**config.mk**
```make
export PLATFORM = sky130hd
export DESIGN_NAME = mem_arbiter_flat
export DESIGN_NICKNAME = d
export VERILOG_FILES = /design/src/rtl/mem_arb_pkg.sv /design/src/rtl/mem_arbiter_if.sv /design/src/rtl/arb_prio.sv /design/src/rtl/mem_arbiter.sv /design/src/flat_wrapper.sv
export SDC_FILE = /design/constraint.sdc
export NUM_CORES = 1
export LEC_CHECK = 0
export ABC_AREA = 1
export CAP_MARGIN = 40
export CORE_MARGIN = 2
export CORE_UTILIZATION = 45
export DETAILED_ROUTE_END_ITERATION = 6
export GPL_ROUTABILITY_DRIVEN = 0
export PLACE_DENSITY = 0.94
export SLEW_MARGIN = 20
export SYNTH_ARGS = -nofsm -noshare
export SYNTH_HDL_FRONTEND = slang
export SYNTH_SLANG_ARGS = --single-unit
```
**constraint.sdc**
```tcl
create_clock -name clock -period 2.6 [get_ports clock]
set_input_delay 0.26 -clock clock [delete_from_list [all_inputs] [get_ports clock]]
set_output_delay 0.26 -clock clock [all_outputs]
set_load 0.03 [all_outputs]
```
**src/rtl/mem_arb_pkg.sv**
```systemverilog
// Shared types and defaults for the fetch/data memory arbiter.
package mem_arb_pkg;

  typedef enum logic [1:0] {
    IDLE    = 2'd0,
    BUSY_IF = 2'd1,
    BUSY_D  = 2'd2
  } state_e;

  localparam int WORD_W         = 32;
  localparam int STARVE_W       = 3;
  localparam int WAIT_W         = 4;
  localparam int STARVE_MAX_DEF = 4;
  localparam int TIMEOUT_DEF    = 15;

endpackage

```
**src/rtl/mem_arbiter_if.sv**
```systemverilog
// Requester and memory-side signals of the arbiter; master is the arbiter's view.
interface mem_arbiter_if
  import mem_arb_pkg::*;
#(
  parameter int DATA_W = WORD_W
);
  logic              if_req;
  logic [DATA_W-1:0] if_addr;
  logic              if_gnt;
  logic              if_valid;
  logic [DATA_W-1:0] if_rdata;

  logic              d_req;
  logic              d_we;
  logic [DATA_W-1:0] d_addr;
  logic [DATA_W-1:0] d_wdata;
  logic              d_gnt;
  logic              d_valid;
  logic [DATA_W-1:0] d_rdata;

  logic              mem_en;
  logic              mem_we;
  logic [DATA_W-1:0] mem_addr;
  logic [DATA_W-1:0] mem_wdata;
  logic [DATA_W-1:0] mem_rdata;
  logic              mem_ready;
  logic              err;

  modport master (
    input  if_req, if_addr, d_req, d_we, d_addr, d_wdata, mem_rdata, mem_ready,
    output if_gnt, if_valid, if_rdata, d_gnt, d_valid, d_rdata,
           mem_en, mem_we, mem_addr, mem_wdata, err
  );

  modport slave (
    output if_req, if_addr, d_req, d_we, d_addr, d_wdata, mem_rdata, mem_ready,
    input  if_gnt, if_valid, if_rdata, d_gnt, d_valid, d_rdata,
           mem_en, mem_we, mem_addr, mem_wdata, err
  );
endinterface

```
**src/rtl/arb_prio.sv**
```systemverilog
// Grant selection between fetch and data requesters with a starvation guard for fetch.
module arb_prio
  import mem_arb_pkg::*;
#(
  parameter int STARVE_MAX = STARVE_MAX_DEF
) (
  input  logic clock,
  input  logic reset,
  input  logic idle,
  input  logic if_req,
  input  logic d_req,
  output logic if_gnt,
  output logic d_gnt
);
  logic [STARVE_W-1:0] starve_cnt_q;
  logic                fetch_wins;

  // Data normally wins; a fetch that has watched STARVE_MAX data grants takes the next slot.
  assign fetch_wins = if_req && (starve_cnt_q == STARVE_W'(STARVE_MAX));
  assign d_gnt      = reset && idle && d_req && !fetch_wins;
  assign if_gnt     = reset && idle && if_req && !d_gnt;

  always_ff @(posedge clock or negedge reset) begin
    if (!reset) begin
      starve_cnt_q <= '0;
    end else if (if_gnt) begin
      starve_cnt_q <= '0;
    end else if (d_gnt && if_req && (starve_cnt_q != '1)) begin
      starve_cnt_q <= starve_cnt_q + STARVE_W'(1);
    end
  end
endmodule

```
**src/rtl/mem_arbiter.sv**
```systemverilog
// Single-port memory arbiter: grants fetch or data access, holds the bus until ready or timeout.
module mem_arbiter
  import mem_arb_pkg::*;
#(
  parameter int STARVE_MAX = STARVE_MAX_DEF,
  parameter int TIMEOUT    = TIMEOUT_DEF
) (
  input logic           clock,
  input logic           reset,
  mem_arbiter_if.master bus
);
  state_e              state_q, state_d;
  logic [WAIT_W-1:0]   wait_cnt_q;
  logic                if_gnt, d_gnt, idle, busy, done_ok, done_to;
  logic                mem_en_q, mem_we_q, if_valid_q, d_valid_q, err_q;
  logic [WORD_W-1:0]   mem_addr_q, mem_wdata_q, if_rdata_q, d_rdata_q;

  assign idle    = (state_q == IDLE);
  assign busy    = !idle;
  assign done_ok = busy && bus.mem_ready;
  assign done_to = busy && !bus.mem_ready && (wait_cnt_q == WAIT_W'(TIMEOUT - 1));

  arb_prio #(
    .STARVE_MAX(STARVE_MAX)
  ) u_arb_prio (
    .clock  (clock),
    .reset  (reset),
    .idle   (idle),
    .if_req (bus.if_req),
    .d_req  (bus.d_req),
    .if_gnt (if_gnt),
    .d_gnt  (d_gnt)
  );

  always_comb begin
    state_d = state_q;
    unique case (state_q)
      IDLE: begin
        if (if_gnt)     state_d = BUSY_IF;
        else if (d_gnt) state_d = BUSY_D;
      end
      BUSY_IF, BUSY_D: begin
        if (done_ok || done_to) state_d = IDLE;
      end
      default: state_d = IDLE;
    endcase
  end

  always_ff @(posedge clock or negedge reset) begin
    if (!reset) state_q <= IDLE;
    else        state_q <= state_d;
  end

  always_ff @(posedge clock or negedge reset) begin
    if (!reset) begin
      wait_cnt_q  <= '0;
      mem_en_q    <= 1'b0;
      mem_we_q    <= 1'b0;
      mem_addr_q  <= '0;
      mem_wdata_q <= '0;
      if_valid_q  <= 1'b0;
      d_valid_q   <= 1'b0;
      err_q       <= 1'b0;
      if_rdata_q  <= '0;
      d_rdata_q   <= '0;
    end else begin
      if_valid_q <= 1'b0;
      d_valid_q  <= 1'b0;
      err_q      <= 1'b0;
      if (if_gnt || d_gnt) begin
        // Request fields are captured here so the requester is free to move on next cycle.
        wait_cnt_q <= '0;
        mem_en_q   <= 1'b1;
        mem_we_q   <= d_gnt && bus.d_we;
        mem_addr_q <= if_gnt ? bus.if_addr : bus.d_addr;
        if (d_gnt && bus.d_we) mem_wdata_q <= bus.d_wdata;
      end else if (busy) begin
        if (wait_cnt_q != '1) wait_cnt_q <= wait_cnt_q + WAIT_W'(1);
        if (done_ok || done_to) begin
          mem_en_q   <= 1'b0;
          mem_we_q   <= 1'b0;
          if_valid_q <= (state_q == BUSY_IF);
          d_valid_q  <= (state_q == BUSY_D);
          err_q      <= done_to;
          if (done_ok && (state_q == BUSY_IF))              if_rdata_q <= bus.mem_rdata;
          if (done_ok && (state_q == BUSY_D) && !mem_we_q)  d_rdata_q  <= bus.mem_rdata;
        end
      end
    end
  end

  assign bus.if_gnt    = if_gnt;
  assign bus.d_gnt     = d_gnt;
  assign bus.mem_en    = mem_en_q;
  assign bus.mem_we    = mem_we_q;
  assign bus.mem_addr  = mem_addr_q;
  assign bus.mem_wdata = mem_wdata_q;
  assign bus.if_valid  = if_valid_q;
  assign bus.d_valid   = d_valid_q;
  assign bus.if_rdata  = if_rdata_q;
  assign bus.d_rdata   = d_rdata_q;
  assign bus.err       = err_q;
endmodule
```
**src/flat_wrapper.sv**
```systemverilog
// flat-port wrapper written by rule: the top's interface ports become plain ports
module mem_arbiter_flat import mem_arb_pkg::*;
#(
  parameter int STARVE_MAX = STARVE_MAX_DEF,
  parameter int TIMEOUT    = TIMEOUT_DEF
)
  (clock, reset, bus_if_req, bus_if_addr, bus_d_req, bus_d_we, bus_d_addr, bus_d_wdata, bus_mem_rdata, bus_mem_ready, bus_if_gnt, bus_if_valid, bus_if_rdata, bus_d_gnt, bus_d_valid, bus_d_rdata, bus_mem_en, bus_mem_we, bus_mem_addr, bus_mem_wdata, bus_err);
  mem_arbiter_if bus_i ();
  input logic clock;
  input logic reset;
  input wire logic [$bits(bus_i.if_req)-1:0] bus_if_req;
  input wire logic [$bits(bus_i.if_addr)-1:0] bus_if_addr;
  input wire logic [$bits(bus_i.d_req)-1:0] bus_d_req;
  input wire logic [$bits(bus_i.d_we)-1:0] bus_d_we;
  input wire logic [$bits(bus_i.d_addr)-1:0] bus_d_addr;
  input wire logic [$bits(bus_i.d_wdata)-1:0] bus_d_wdata;
  input wire logic [$bits(bus_i.mem_rdata)-1:0] bus_mem_rdata;
  input wire logic [$bits(bus_i.mem_ready)-1:0] bus_mem_ready;
  output wire logic [$bits(bus_i.if_gnt)-1:0] bus_if_gnt;
  output wire logic [$bits(bus_i.if_valid)-1:0] bus_if_valid;
  output wire logic [$bits(bus_i.if_rdata)-1:0] bus_if_rdata;
  output wire logic [$bits(bus_i.d_gnt)-1:0] bus_d_gnt;
  output wire logic [$bits(bus_i.d_valid)-1:0] bus_d_valid;
  output wire logic [$bits(bus_i.d_rdata)-1:0] bus_d_rdata;
  output wire logic [$bits(bus_i.mem_en)-1:0] bus_mem_en;
  output wire logic [$bits(bus_i.mem_we)-1:0] bus_mem_we;
  output wire logic [$bits(bus_i.mem_addr)-1:0] bus_mem_addr;
  output wire logic [$bits(bus_i.mem_wdata)-1:0] bus_mem_wdata;
  output wire logic [$bits(bus_i.err)-1:0] bus_err;
  assign bus_i.if_req = bus_if_req;
  assign bus_i.if_addr = bus_if_addr;
  assign bus_i.d_req = bus_d_req;
  assign bus_i.d_we = bus_d_we;
  assign bus_i.d_addr = bus_d_addr;
  assign bus_i.d_wdata = bus_d_wdata;
  assign bus_i.mem_rdata = bus_mem_rdata;
  assign bus_i.mem_ready = bus_mem_ready;
  assign bus_if_gnt = bus_i.if_gnt;
  assign bus_if_valid = bus_i.if_valid;
  assign bus_if_rdata = bus_i.if_rdata;
  assign bus_d_gnt = bus_i.d_gnt;
  assign bus_d_valid = bus_i.d_valid;
  assign bus_d_rdata = bus_i.d_rdata;
  assign bus_mem_en = bus_i.mem_en;
  assign bus_mem_we = bus_i.mem_we;
  assign bus_mem_addr = bus_i.mem_addr;
  assign bus_mem_wdata = bus_i.mem_wdata;
  assign bus_err = bus_i.err;
  mem_arbiter #(.STARVE_MAX(STARVE_MAX), .TIMEOUT(TIMEOUT)) u_core (.clock(clock), .reset(reset), .bus(bus_i));
endmodule
```
==> impl_metrics.yaml <==
synthesis:
  synth.cell_area_mm2: 0.00584
  synthCells: 651
  yosys_warnings: 0
  ys_types: 20
  synth_seq_cells: 142
  syn_avg_cell_area_um2: 8.97
  seq_area_frac_synth_pct: 60.8
  syn_nets: 793
finish:
  final_util_pct: 72.8
  design_area_mm2: 0.00923
  n_fill_cell: 850
  num-nets-final: 1054
  final_layout_size_suffix_gt1_share_pct: 5.41
  synthToLayoutAreaGrowth_pct: 58.0
  diodes: 0
  final_common_cell: "clkdlybuf4s50_1"
  most-common-layout-cells: "clkdlybuf4s50_1 (265), nand2_1 (243), dfrtp_1 (142)"
detailed_routing:
  vias: 5568
  post-route-drc-count: 0
  firstDrtPassIters: 6
  wire_per_inst_um: 16.6
  drt-total-wl_mm: 18.2
  first_iter_violations: 444
  via_per_inst: 5.08
  ant_nets: 0
power_and_ir_drop:
  p_leak_nw: 4.43
  fin_total_pwr_mw: 12.4
  powerDensity_mw_per_mm2: 1350
  max-vdd-ir-drop_mv: 0.687
die:
  die_width_um: 118
  core_mm2: 0.0127
  fp-row-count: 41
  io_pins: 269
  die_h_um: 118
  dieArea_mm2: 0.0139
  initial_core_util_pct: 46.1
place:
  dpl-instance-area_mm2: 0.00861
  io_buffer_count: 268
  dp_hpwl_mm: 12.3
sta:
  hold_viol_final: 0
  max_freq_ghz: 0.415
  tightest_slew_ns: 0.739
  whs_ns: 0.00951
  grt_setup_unrepaired: "false"
  setup_viol: 0
  fin_skew_ns: 0.00906
  period_share_pct: 92.6
  setup-tns-final_ns: 0
  drv_slew: 0
  finalWorstPathRequiredPeriod_ns: 2.41
  slew-limit-headroom_pct: 50.7
global_routing:
  grt_pass1_vias: 5659
  grt_start_max_net_pins: 143
  overflow: 0
  antenna_found_initial: 0
  grt_pass1_wl_mm: 28.9
  grt_use_total_pct: 26.7
flow_run:
  maxCapViolCount: 0
cts:
  root_buffer: "clkbuf_16"
  htree_levels: 4
  cts_tree: "built"
  post_cts_buffers: 0
  clock-sinks: 142
  cts-buffers-inserted: 17
  insertion_delay_ns: 0.42
  clk_path_buf_depth: 2
  clk_pin_slew_ns: 0.06
  cts_hold_buf: 0
setup_path:
  cp-start-kind: "flop"
  endpoint_kind: "output port"
  critPathMaxFanout: 19
  criticalPathCategory: "flop to output port"
  worstPathRequired_ns: 2.34
  cp.arrival_ns: 2.15
outcome:
  status: "finished, final reports clean"
hold_path:
  hold_path.class: "input pin to async pin"
-- cells in the mapped netlist (all sizes together) --
library cell / n / share of area [%]
nand2: 249 / 16
dfrtp: 142 / 61
nand3: 73 / 6.3
o21ai: 68 / 5.8
inv: 55 / 3.6
buf: 24 / 3.0
nor2: 19 / 1.3
clkbuf: 8 / 0.51
ha: 8 / 1.7
a21oi: 2 / 0.17
nand4: 2 / 0.21
nor3: 1 / 0.086
-- power breakdown --
group	switching [mW]	total, mW	internal [mW]
clock	0.951	2.51	1.56
sequential	0.630	3.90	3.27
combinational	3.63	6.02	2.39
-- routing by layer --
| metal | track usage (%) | vias to the layer above | part of all wire [%] |
|---|---|---|---|
| met1 | 30.3 | 2663 | 38 |
| met5 | 0 | - | 0 |
| met4 | 12.4 | 0 | 3.4 |
| li1 | - | 2577 | - |
| met2 | 45.5 | 283 | 51 |
| met3 | 8.77 | 45 | 7.9 |
-- repair_timing --
item,4_1_cts,5_1_grt
setup endpoints to repair,1,0
hold endpoints to repair,0,0
resized for setup,1,0
-- cell type report --
cell class	instances	area [um^2]	area share, %
clock buffer	19	453	4.91
timing repair buffer	274	2760	29.9
clock inverter	13	161	1.75
sequential	142	3550	38.5
inverter	55	209	2.26
multi-input combinational	422	1870	20.3
tap	172	215	2.33
-- worst max-delay path: stages, from the launching register on --
cell	delay [ns]
dfrtp_1	0.40
inv_1	0.09
ha_1	0.25
nand2_1	0.11
nor2_4	0.14
nand2_4	0.10
inv_4	0.18
dlygate4sd2_1	0.46
-- per-stage QoR --
stage / instances / worst slack [ns]
final: 1097 / 0.193
after global routing: 1097 / 0.0457
after CTS: 1097 / 0.162
after detailed placement: 1065 / 0.341
after global placement: 1065 / 0.436
after floorplan: 651 / 1.04
-- registers in the layout, summed over array words and instances, names as in the netlist, 2 cells and up --
signal,cells
u_core.bus.d_rdata,32
u_core.bus.if_rdata,32
u_core.bus.mem_addr,32
u_core.bus.mem_wdata,32
u_core.state_q,2
u_core.u_arb_prio.starve_cnt_q,3
u_core.wait_cnt_q,4
-- worst paths after layout --
check / slack [ns] / end / startpoint / cells past startpoint
min: 0.01 / u_core.wait_cnt_q[0]$_DFFE_PN0P_ / reset / 2
max reg2reg: 0.46 / u_core.bus.mem_wdata[8]$_DFFE_PN0P_ / u_core.state_q[1]$_DFFE_PN0P_ / 9
max: 0.19 / bus_d_gnt / u_core.state_q[1]$_DFFE_PN0P_ / 7
min reg2reg: 0.47 / u_core.bus.mem_wdata[7]$_DFFE_PN0P_ / u_core.bus.mem_wdata[7]$_DFFE_PN0P_ / 2
max in group asynchronous: 2.05 / u_core.bus.if_rdata[4]$_DFFE_PN0P_ / reset / 2
min in group clock: 0.36 / u_core.wait_cnt_q[0]$_DFFE_PN0P_ / reset / 4
-- cell families (layout without fill, tap and decap cells) --
group / Yosys count / count (layout) / synth area share (%)
compound gates: 70 / 70 / 6.00
fa+ha+maj: 8 / 8 / 1.71
buf+inv: 87 / 361 / 7.11
flops: 142 / 142 / 60.8
simple gates: 344 / 344 / 24.3
Note: power is estimated with default switching activity, not from simulation.
